==> config.mk <==
export PLATFORM = sky130hd
export DESIGN_NAME = ph_uart_framer
export DESIGN_NICKNAME = d
export VERILOG_FILES = /design/src/rtl/ph_uart_framer.sv
export SDC_FILE = /design/constraint.sdc
export NUM_CORES = 1
export LEC_CHECK = 0
export BUFFER_PORTS_ARGS = -buffer_cell sky130_fd_sc_hd__buf_2
export CORE_MARGIN = 2
export CORE_UTILIZATION = 61
export CTS_CLUSTER_SIZE = 16
export DETAILED_ROUTE_END_ITERATION = 8
export PLACE_DENSITY = 0.79
export SLEW_MARGIN = 20
export SYNTH_ARGS = -nofsm -noshare
export SYNTH_HDL_FRONTEND = slang
export SYNTH_SLANG_ARGS = --single-unit
export TNS_END_PERCENT = 30
==> constraint.sdc <==
create_clock -name clk -period 3.4 [get_ports clk]
set_clock_uncertainty 0.2 [all_clocks]
set_input_delay 0.17 -clock clk [delete_from_list [all_inputs] [get_ports clk]]
set_output_delay 0.17 -clock clk [all_outputs]
set_load 0.05 [all_outputs]
==> src/rtl/ph_uart_framer.sv <==
// Pulse-height UART framer: captures a height on each trigger-window close, queues it,
// and sends it as a 4-byte 8N1 frame (sync, hi, lo, hi^lo) on tx.
module ph_uart_framer #(
  parameter int         CLKS_PER_BIT = 434,
  parameter int         FIFO_DEPTH   = 4,
  parameter logic [7:0] SYNC_BYTE    = 8'hA5
) (
  input  logic                             clk,
  input  logic                             reset_n,
  input  logic                             trig_in,
  input  logic [15:0]                      ph_in,
  output logic                             tx,
  output logic                             busy,
  output logic                             overflow,
  output logic [$clog2(FIFO_DEPTH+1)-1:0]  fifo_level
);
  localparam int AW = $clog2(FIFO_DEPTH);
  localparam int LW = $clog2(FIFO_DEPTH+1);
  localparam int TW = $clog2(CLKS_PER_BIT);
  localparam logic [TW-1:0] TMAX     = TW'(CLKS_PER_BIT-1);
  localparam logic [LW-1:0] FULL_LVL = LW'(FIFO_DEPTH);

  typedef enum logic [2:0] {IDLE, LOAD, START, DATA, STOP} state_t;

  logic [15:0]   mem [0:FIFO_DEPTH-1];
  logic [AW-1:0] wptr, rptr;
  logic          trig_q, cap, full, empty, push, pop;

  state_t        state, state_n;
  logic [TW-1:0] tmr, tmr_n;
  logic [2:0]    bit_idx, bit_n;
  logic [1:0]    byte_idx, byte_n;
  logic [7:0]    sh, sh_n;
  logic [15:0]   src, src_n;
  logic          tx_n, busy_n;

  function automatic logic [7:0] frame_byte(input logic [1:0] idx, input logic [15:0] h);
    case (idx)
      2'd0:    return SYNC_BYTE;
      2'd1:    return h[15:8];
      2'd2:    return h[7:0];
      default: return h[15:8] ^ h[7:0];
    endcase
  endfunction

  // Capture on the falling edge of the trigger window.
  assign cap   = trig_q & ~trig_in;
  assign full  = (fifo_level == FULL_LVL);
  assign empty = (fifo_level == '0);
  // A pop on the same edge frees a slot, so a full FIFO still accepts the push.
  assign push  = cap & (~full | pop);

  always_ff @(posedge clk)
    if (push) mem[wptr] <= ph_in;

  always_ff @(posedge clk or negedge reset_n) begin
    if (!reset_n) begin
      trig_q     <= 1'b0;
      wptr       <= '0;
      rptr       <= '0;
      fifo_level <= '0;
      overflow   <= 1'b0;
    end else begin
      trig_q <= trig_in;
      if (push) wptr <= wptr + AW'(1);
      if (pop)  rptr <= rptr + AW'(1);
      if (push && !pop)      fifo_level <= fifo_level + LW'(1);
      else if (pop && !push) fifo_level <= fifo_level - LW'(1);
      if (cap && full && !pop) overflow <= 1'b1;
    end
  end

  always_comb begin
    state_n = state;
    tmr_n   = tmr;
    bit_n   = bit_idx;
    byte_n  = byte_idx;
    sh_n    = sh;
    src_n   = src;
    tx_n    = tx;
    pop     = 1'b0;
    case (state)
      IDLE: if (!empty) begin
        pop     = 1'b1;
        src_n   = mem[rptr];
        byte_n  = 2'd0;
        state_n = LOAD;
      end
      LOAD: begin
        state_n = START;
        tmr_n   = '0;
        sh_n    = frame_byte(2'd0, src);
        tx_n    = 1'b0;
      end
      START: if (tmr == TMAX) begin
        tmr_n   = '0;
        bit_n   = '0;
        tx_n    = sh[0];
        state_n = DATA;
      end else tmr_n = tmr + TW'(1);
      DATA: if (tmr == TMAX) begin
        tmr_n = '0;
        if (bit_idx == 3'd7) begin
          state_n = STOP;
          tx_n    = 1'b1;
        end else begin
          bit_n = bit_idx + 3'd1;
          sh_n  = {1'b0, sh[7:1]};
          tx_n  = sh[1];
        end
      end else tmr_n = tmr + TW'(1);
      STOP: if (tmr == TMAX) begin
        tmr_n = '0;
        if (byte_idx != 2'd3) begin
          byte_n  = byte_idx + 2'd1;
          sh_n    = frame_byte(byte_idx + 2'd1, src);
          tx_n    = 1'b0;
          state_n = START;
        end else if (!empty) begin
          // Chain straight into the next frame so the gap is the single LOAD cycle.
          pop     = 1'b1;
          src_n   = mem[rptr];
          byte_n  = 2'd0;
          state_n = LOAD;
        end else state_n = IDLE;
      end else tmr_n = tmr + TW'(1);
      default: state_n = IDLE;
    endcase
    busy_n = (state_n == START) || (state_n == DATA) || (state_n == STOP);
  end

  always_ff @(posedge clk or negedge reset_n) begin
    if (!reset_n) begin
      state    <= IDLE;
      tmr      <= '0;
      bit_idx  <= '0;
      byte_idx <= '0;
      sh       <= '0;
      src      <= '0;
      tx       <= 1'b1;
      busy     <= 1'b0;
    end else begin
      state    <= state_n;
      tmr      <= tmr_n;
      bit_idx  <= bit_n;
      byte_idx <= byte_n;
      sh       <= sh_n;
      src      <= src_n;
      tx       <= tx_n;
      busy     <= busy_n;
    end
  end
endmodule

* Word level (Yosys, flattened, before mapping) *
Memories as Yosys holds them, arrays and structs flattened.
Index checks and enable logic that the tools add are counted.

storage, ports and cells
  input port bits = 19
  register bits after elaboration = 52
  logic and storage cells = 111
  memory bits (writable) = 64
  memories = 1

cells by class
  reductions and logical operators = 23
  eq/ne operators = 19
  multiplexer cells = 42
  bitwise logic cells = 6
  add/sub/neg operators = 7

memory list
  name  words  width  rd ports  clocked after memory_dff  write ports  line  RTL
  mem   4      16     1         0                         1            25    logic [15:0] mem [0:FIFO_DEPTH-1];

operators with widths
  operator             count
  $mux 16              3
  $pmux 8 s3           2
  $mux 8               4
  $pmux 16 s2          1
  $mux 3               10
  $pmux 9 s2           1
  $pmux 3 s5           1
  $ne 2x2->1 const B   7
  $eq 3x2->1 const B   4
  $eq 3x3->1 const B   4
  $mux 1               11
  $reduce_and 5->1     2
  $add 9x1->9 const B  1
  $eq 9x9->1 const B   1
  $mux 9               1
  $mux 2               4
  $reduce_bool 2->1    4
  $xor 8x8->8          1
  $add 2x1->2 const B  3
  $add 3x1->3 const B  2
  $logic_not 3->1      2
  $pmux 3 s2           1
  $logic_and 1x1->1    4
  $pmux 1 s4           1
  other kinds (18)     22

* Logic depth before layout (Yosys ltp) *
Gate-level depths: netlist (run 1).

  word-level depth = 11
  mapped depth = 14

* Least setup slack after synthesis (run 1) *
OpenSTA, ideal clock, no wires.

  path type = register to register
  from = reg tmr[1]
  to = reg fifo_level[1]
  path buffers = 2
  arrival = 2.522 ns
  setup time = 0.125 ns
  stages on the path, launching flop included = 13
  period minus slack after synthesis = 2.847 ns
  required time = 3.075 ns
  setup slack = 0.553 ns
  path through = dfrtp_1 inv_1 ha_1 and4b_1 buf_2 nand3_2 a21oi_4 buf_4 inv_1 ha_1 inv_1 fa_1 mux2_2

between the ends
  longest elaborated chain between the ends = 8
  elaborated cells on any way between the ends = 11

RTL lines
  what                                line  RTL
  start, declared                     30    logic [TW-1:0] tmr, tmr_n;
  start signal, assigned              144   tmr <= tmr_n;
  $eq 9x9->1 *                        112   STOP: if (tmr == TMAX) begin
  $mux 1 *                            112
  $pmux 1 s2 *                        82    case (state)
  $or 1x1->1                          51    assign push = cap & (~full | pop);
  $and 1x1->1                         51
  $logic_not 1->1                     68    else if (pop && !push) fifo_level <= fifo_level - LW'(1);
  $logic_and 1x1->1                   68
  $reduce_bool 2->1 (no source line)  -
  end signal, assigned                67    if (push && !pop) fifo_level <= fifo_level + LW'(1);
  end signal, assigned                68
  end, declared                       15    output logic [$clog2(FIFO_DEPTH+1)-1:0] fifo_level

Every way passes the cells marked *; elsewhere a longest branch is shown, timed or not.
A chain may end at the register's enable or synchronous reset.

* Final worst setup path (run 1) *
  from = reg tmr[1]
  to = reg fifo_level[2]

between the ends
  longest elaborated chain between the ends = 8
  elaborated cells on any way between the ends = 11

RTL lines
  what                                line  RTL
  $eq 9x9->1 *                        112
  $mux 1 *                            112
  $pmux 1 s2 *                        82
  $or 1x1->1 *                        51
  $and 1x1->1 *                       51
  named net push                      27    logic trig_q, cap, full, empty, push, pop;
  $logic_not 1->1                     68
  $logic_and 1x1->1                   68
  $reduce_bool 2->1 (no source line)  -

Mark *: on every way through the listed nets, which the timed path passes. The rest lies on a longest branch.

==> results of run 1 <==
[critical path, cell delays in order (launching register included)]
cell and delay (ns):
dfrtp_1 0.42, inv_1 0.07, ha_1 0.15, nand4b_1 0.15
o31a_1 0.28, nor3_1 0.44, ha_1 0.27, inv_1 0.06
fa_1 0.37, xor2_1 0.17, nor2_1 0.11, xnor2_1 0.12
[worst max-delay path by stage]
stage,startpoint,to,slack (ns),cells past startpoint
3_3_place_gp,tmr[1]$_DFFE_PN0P_,fifo_level[2]$_DFFE_PN0P_,0.65,11
6_report,tmr[1]$_DFFE_PN0P_,fifo_level[2]$_DFFE_PN0P_,0.51,11
3_5_place_dp,tmr[1]$_DFFE_PN0P_,fifo_level[2]$_DFFE_PN0P_,0.52,11
4_1_cts,tmr[1]$_DFFE_PN0P_,fifo_level[2]$_DFFE_PN0P_,0.47,11
5_1_grt,tmr[1]$_DFFE_PN0P_,fifo_level[2]$_DFFE_PN0P_,0.24,11
2_1_floorplan,tmr[1]$_DFFE_PN0P_,fifo_level[1]$_DFFE_PN0P_,0.55,12
[cell type report]
type / count / area, um^2 / share of cell area
tap: 105 / 131 / 0.0212
sequential: 116 / 3220 / 0.519
multi-input combinational: 210 / 1870 / 0.302
timing repair buffer: 52 / 375 / 0.0604
clock buffer: 18 / 418 / 0.0673
clock inverter: 14 / 129 / 0.0207
inverter: 16 / 60.1 / 0.00967
[per-stage QoR]
stage          setup slack [ns]  hold slack, ns   util
2_1_floorplan             0.553          -0.326      -
3_3_place_gp              0.654          0.0788  0.661
3_5_place_dp              0.517          0.0858  0.661
4_1_cts                   0.466          0.0772  0.748
5_1_grt                   0.245           0.124  0.748
6_report                  0.507          0.0581  0.748
[power by group]
group | internal, uW | switching [uW]
sequential | 1610 | 56.1
combinational | 135 | 242
clock | 974 | 662
[logic make-up (layout without fill, tap and decap cells)]
family / after synthesis / count (layout) / share of synthesized area
XOR/XNOR: 15 / 15 / 0.0249
flip-flops: 116 / 116 / 0.611
adder cells (fa/ha/maj): 14 / 14 / 0.0346
AND/OR/NAND/NOR: 72 / 72 / 0.0792
AO/OA/AOI/OAI: 66 / 66 / 0.0894
buffers and inverters: 36 / 100 / 0.0335
multiplexers: 43 / 43 / 0.127
[metal layers]
metal,global-route usage,part of all wire,vias up
met5,0,0,-
met4,0.114,0.022,0
met3,0.0520,0.040,19
met2,0.395,0.52,79
met1,0.312,0.42,1627
li1,-,-,1478
[cells in the mapped netlist, types with 4 or more instances]
cell type and count:
buf_2 6, a21oi_1 10, and3_1 8, mux4_2 16, nand3_1 5, a22o_1 6
a211oi_1 5, nand2_1 17, clkbuf_1 7, a221oi_1 4, nor2_1 10, dfrtp_1 51
nor2b_1 5, edfxtp_1 64, ha_1 13, o21ai_0 19, mux2_2 19, mux2i_1 5
inv_1 16, xnor2_1 13
[flip-flops by register name, summed over array words and instances (netlist names)]
register,cells
bit_idx,3
busy,1
byte_idx,2
fifo_level,3
mem,64
overflow,1
rptr,2
sh,8
src,16
state,3
tmr,9
trig_q,1
tx,1
wptr,2
==> results.py, run 1 <==
metrics = {
    "route": {
        "drt_drc_violations_left": 0,
        "drt_wl_total_mm": 10.3,
        "wl_per_cell_um": 19.4,
        "drt_iter0_markers": 225,
        "vias": 3203,
        "firstDrtPassIters": 4,
        "via_per_inst": 6.03,
        "antenna_left": 0,
    },
    "clocking": {
        "clk_pin_slew_worst_paths_ns": 0.06,
        "cts_root_buffer": "clkbuf_8",
        "cts.repair.resized": 0,
        "cts_tree": "done",
        "clk_path_buf_depth": 2,
        "worstSkewPairLatency_ns": 0.53,
        "hold_buffers": 18,
        "clkSinkCount": 116,
        "htree_levels": 4,
        "cts_setup_buffers": 0,
        "cts_inserted_buffers": 17,
    },
    "sta": {
        "min_period_ns": 2.89,
        "fmax_mhz": 346,
        "rsz0062_at_grt": "false",
        "finalSetupViolations": 0,
        "worstMarginPinSlew_ns": 0.918,
        "slew_violations": 0,
        "post-route-period-util": 0.851,
        "max-slew-margin-rel": 0.384,
        "setup_tns_ns": 0,
        "final-hold-violation-count": 0,
    },
    "logic_synthesis": {
        "yosysTopAreaCellShare": 0.364,
        "synth.distinct_cells": 61,
        "synth-warning-count": 0,
        "async_flop_share": 0.448,
        "dominantRegCellSynth": "edfxtp_1",
        "syn-num-nets": 395,
        "synth_sequential_area_ratio": 0.611,
        "synth.largest_area_cell": "edfxtp_1",
        "syn_area_per_cell_um2": 14.6,
        "synth_seq_cells": 116,
        "synth_edf_count": 64,
        "syn_inst": 362,
        "synthTopCellsByArea": "edfxtp_1, dfrtp_1, mux4_2",
        "syn_area_mm2": 0.00527,
    },
    "worst_setup_path": {
        "cp.arrival_ns": 3.15,
        "cp_max_fo": 5,
        "timing.rr.start": "tmr[1]$_DFFE_PN0P_",
        "reg2regPathDepth": 11,
        "crit_type": "reg2reg",
        "worstReg2RegEnd": "fifo_level[2]$_DFFE_PN0P_",
        "cp.required_ns": 3.65,
        "r2r_slack_ns": 0.51,
        "critPathLaunchType": "flop",
        "end_kind": "flop",
    },
    "final_layout": {
        "final_cell_mix": "edfxtp_1, dfrtp_1, buf_2",
        "fill_cells": 504,
        "num_antenna_cells": 0,
        "final_cell_area_mm2": 0.00621,
        "nets": 446,
        "final_common_cell": "edfxtp_1",
        "finalNonFillerCells": 531,
        "drive_above_1_share": 0.270,
        "syn2layout_area_growth_pct": 17.8,
    },
    "die": {
        "fp-row-count": 33,
        "core_area_mm2": 0.00830,
        "dieArea_mm2": 0.00941,
        "pin_count": 25,
        "initial_core_util": 0.635,
        "die_w_um": 97.0,
        "die_h_um": 97.0,
    },
    "power_and_ir_drop": {
        "powerDensity_mw_per_mm2": 593,
        "p_leak_uw": 0.00241,
        "power_uw": 3680,
        "peakVddDrop_mv": 0.456,
    },
    "run_status": {
        "run_status": "finished clean",
    },
    "place": {
        "dp_hpwl_mm": 6.14,
        "portBuffers": 24,
        "place_inst": 481,
        "placed_cell_area_mm2": 0.00548,
        "place.gp.congestion": 0.814,
    },
    "grt": {
        "grt_overflow": 0,
        "grt_pass1_wl_mm": 17.3,
        "grt_max_degree": 35,
        "track_usage": 0.242,
        "grt_pass1_vias": 3357,
        "antenna_found_initial": 0,
    },
    "hold_path": {
        "hp-class": "in2async",
    },
    "job": {
        "drv_cap": 0,
    },
}
No activity file was read; power rests on OpenSTA's default activity.
==> run 2: changes to the inputs <==
REMOVE_ABC_BUFFERS = 1   (was default)
==> run 2 against run 1 <==
- via count rose by 0.37%
- combinational power fell by 2%
- utilization rose by 0.41 points
- wire length rose by 2.2%
- highest routed layer unchanged
- critical endpoint unchanged
- sequential power barely moved
- first-iteration DRC count fell by 12%
- largest cell class unchanged
- clock power rose by 9%
- flip-flop and latch count did not move
- clock-buffer cell count rose by 1
==> results.py, run 2 (synthesis results as in run 1) <==
metrics = {
    "power_and_ir_drop": {
        "powerDensity_mw_per_mm2": 614,
        "peakVddDrop_mv": 0.417,
        "p_leak_uw": 0.00241,
    },
    "worst_setup_path": {
        "path_depth": 10,
        "cp-startpoint": "byte_idx[0]$_DFFE_PN0P_",
        "crit_type": "reg2reg",
        "endpoint": "fifo_level[2]$_DFFE_PN0P_",
        "crit_buf_inv": 2,
        "cp.required_ns": 3.63,
        "cp.arrival_ns": 3.25,
        "timing.rr.start": "byte_idx[0]$_DFFE_PN0P_",
        "cp_max_fo": 9,
        "end_kind": "flop",
        "slowest_delay_ns": 0.41,
        "r2r_slack_ns": 0.39,
        "critPathLaunchType": "flop",
        "cp_cell_sequence": "ha_1 -> inv_1 -> o31a_1 -> nor3_1 -> ha_1 -> inv_1 -> fa_1 -> xor2_1 -> nor2_1 -> xnor2_1",
        "cpMaxStageDelayCell": "dfrtp_1",
        "reg2regPathDepth": 10,
        "critPathTopFamily": "adder cells",
        "worstReg2RegEnd": "fifo_level[2]$_DFFE_PN0P_",
    },
    "final_layout": {
        "regMostFlops": "mem",
        "nets": 444,
        "final_cell_area_mm2": 0.00624,
        "utilization": 0.752,
        "finalNonFillerCells": 529,
        "num_antenna_cells": 0,
        "final_common_cell": "edfxtp_1",
        "fill_cells": 490,
        "final_cell_mix": "edfxtp_1, dfrtp_1, buf_2",
        "drive_above_1_share": 0.264,
        "syn2layout_area_growth_pct": 18.4,
        "largest_register_ffs": 64,
        "reg_top3": "mem (64), src (16), tmr (9)",
    },
    "route": {
        "antenna_left": 0,
        "wl_per_cell_um": 19.9,
        "via_per_inst": 6.08,
        "drt_wl_total_mm": 10.5,
        "firstDrtPassIters": 5,
        "drt_iter0_markers": 198,
        "drt_drc_violations_left": 0,
        "vias": 3215,
    },
    "clocking": {
        "hold_buffers": 18,
        "clk_pin_slew_worst_paths_ns": 0.06,
        "worstSkewPairLatency_ns": 0.51,
        "cts_setup_buffers": 0,
        "htree_levels": 4,
        "cts.repair.resized": 0,
        "clkSinkCount": 116,
        "cts_tree": "done",
        "cts_inserted_buffers": 17,
        "cts_root_buffer": "clkbuf_8",
        "clk_path_buf_depth": 2,
    },
    "run_status": {
        "run_status": "finished clean",
    },
    "sta": {
        "post-route-period-util": 0.887,
        "setup_tns_ns": 0,
        "worstMarginPinSlew_ns": 0.837,
        "rsz0062_at_grt": "false",
        "setup_ws_ns": 0.385,
        "slew_violations": 0,
        "min_period_ns": 3.01,
        "fmax_mhz": 332,
        "finalSetupViolations": 0,
        "final-hold-violation-count": 0,
        "max-slew-margin-rel": 0.442,
    },
    "grt": {
        "grt_pass1_wl_mm": 17.5,
        "antenna_found_initial": 0,
        "grt_overflow": 0,
        "grt_max_degree": 33,
        "track_usage": 0.243,
        "grt_pass1_vias": 3392,
    },
    "place": {
        "dp_slack_ns": 0.422,
        "place.gp.congestion": 0.818,
        "dp_hpwl_mm": 6.37,
        "place_inst": 479,
        "portBuffers": 24,
        "placed_cell_area_mm2": 0.00547,
    },
    "die": {
        "dieArea_mm2": 0.00941,
        "die_h_um": 97.0,
        "pin_count": 25,
        "core_area_mm2": 0.00830,
        "initial_core_util": 0.635,
        "fp-row-count": 33,
        "die_w_um": 97.0,
    },
    "job": {
        "drv_cap": 0,
    },
    "hold_path": {
        "hp-class": "in2async",
    },
}
## run 2: cell count changes in the layout (fill, tap and decap cells not counted), sizes merged
cell,change
clkinv,-3
buf,-2
bufinv,+2
clkbuf,+1
## run 2: worst min-delay path by stage
stage | start | end | slack (ns) | depth (start not counted)
6_report | reset_n | bit_idx[0]$_DFFE_PN0P_ | 0.04 | 2
3_3_place_gp | reset_n | bit_idx[0]$_DFFE_PN0P_ | 0.06 | 1
2_1_floorplan | reset_n | bit_idx[0]$_DFFE_PN0P_ | -0.33 | 0
4_1_cts | reset_n | tmr[8]$_DFFE_PN0P_ | 0.06 | 2
5_1_grt | trig_in | trig_q$_DFF_PN0_ | 0.1 | 2
3_5_place_dp | reset_n | bit_idx[0]$_DFFE_PN0P_ | 0.06 | 1
## run 2: per-layer routing
| layer | vias up | GRT usage | part of all wire |
|---|---|---|---|
| li1 | 1473 | - | - |
| met1 | 1657 | 0.297 | 0.41 |
| met2 | 77 | 0.428 | 0.55 |
| met3 | 8 | 0.0650 | 0.037 |
| met4 | 0 | 0.0683 | 0.0074 |
| met5 | - | 0 | 0 |
## run 2: per-stage QoR
stage	total power (uW)	hold slack, ns
6_report	3840	0.0369
3_3_place_gp	2040	0.0598
2_1_floorplan	1920	-0.326
4_1_cts	3860	0.0619
3_5_place_dp	2050	0.0649
5_1_grt	3980	0.0950
## run 2: worst register-to-register path: cells and delay by family, from the launching register on
family / cells / cell delay (ns)
flops: 1 / 0.41
buf+inv: 2 / 0.16
fa+ha+maj: 3 / 1.04
simple gates: 2 / 0.52
xor+xnor: 2 / 0.30
compound gates: 1 / 0.33
## run 2: power breakdown
group	total [uW]	leakage, uW	internal (uW)	switching (uW)
registers	1670	0.00119	1610	58.0
logic	371	0.000945	133	238
clock network	1790	0.000280	1130	666
## run 2: layout make-up
type | count | area, um^2 | area share
Sequential cell | 116 | 3220 | 0.516
Multi-Input combinational cell | 210 | 1870 | 0.300
Clock buffer | 19 | 422 | 0.0675
Timing Repair Buffer | 50 | 360 | 0.0577
Clock inverter | 13 | 174 | 0.0279
Tap cell | 105 | 131 | 0.0210
Inverter | 16 | 60.1 | 0.00962
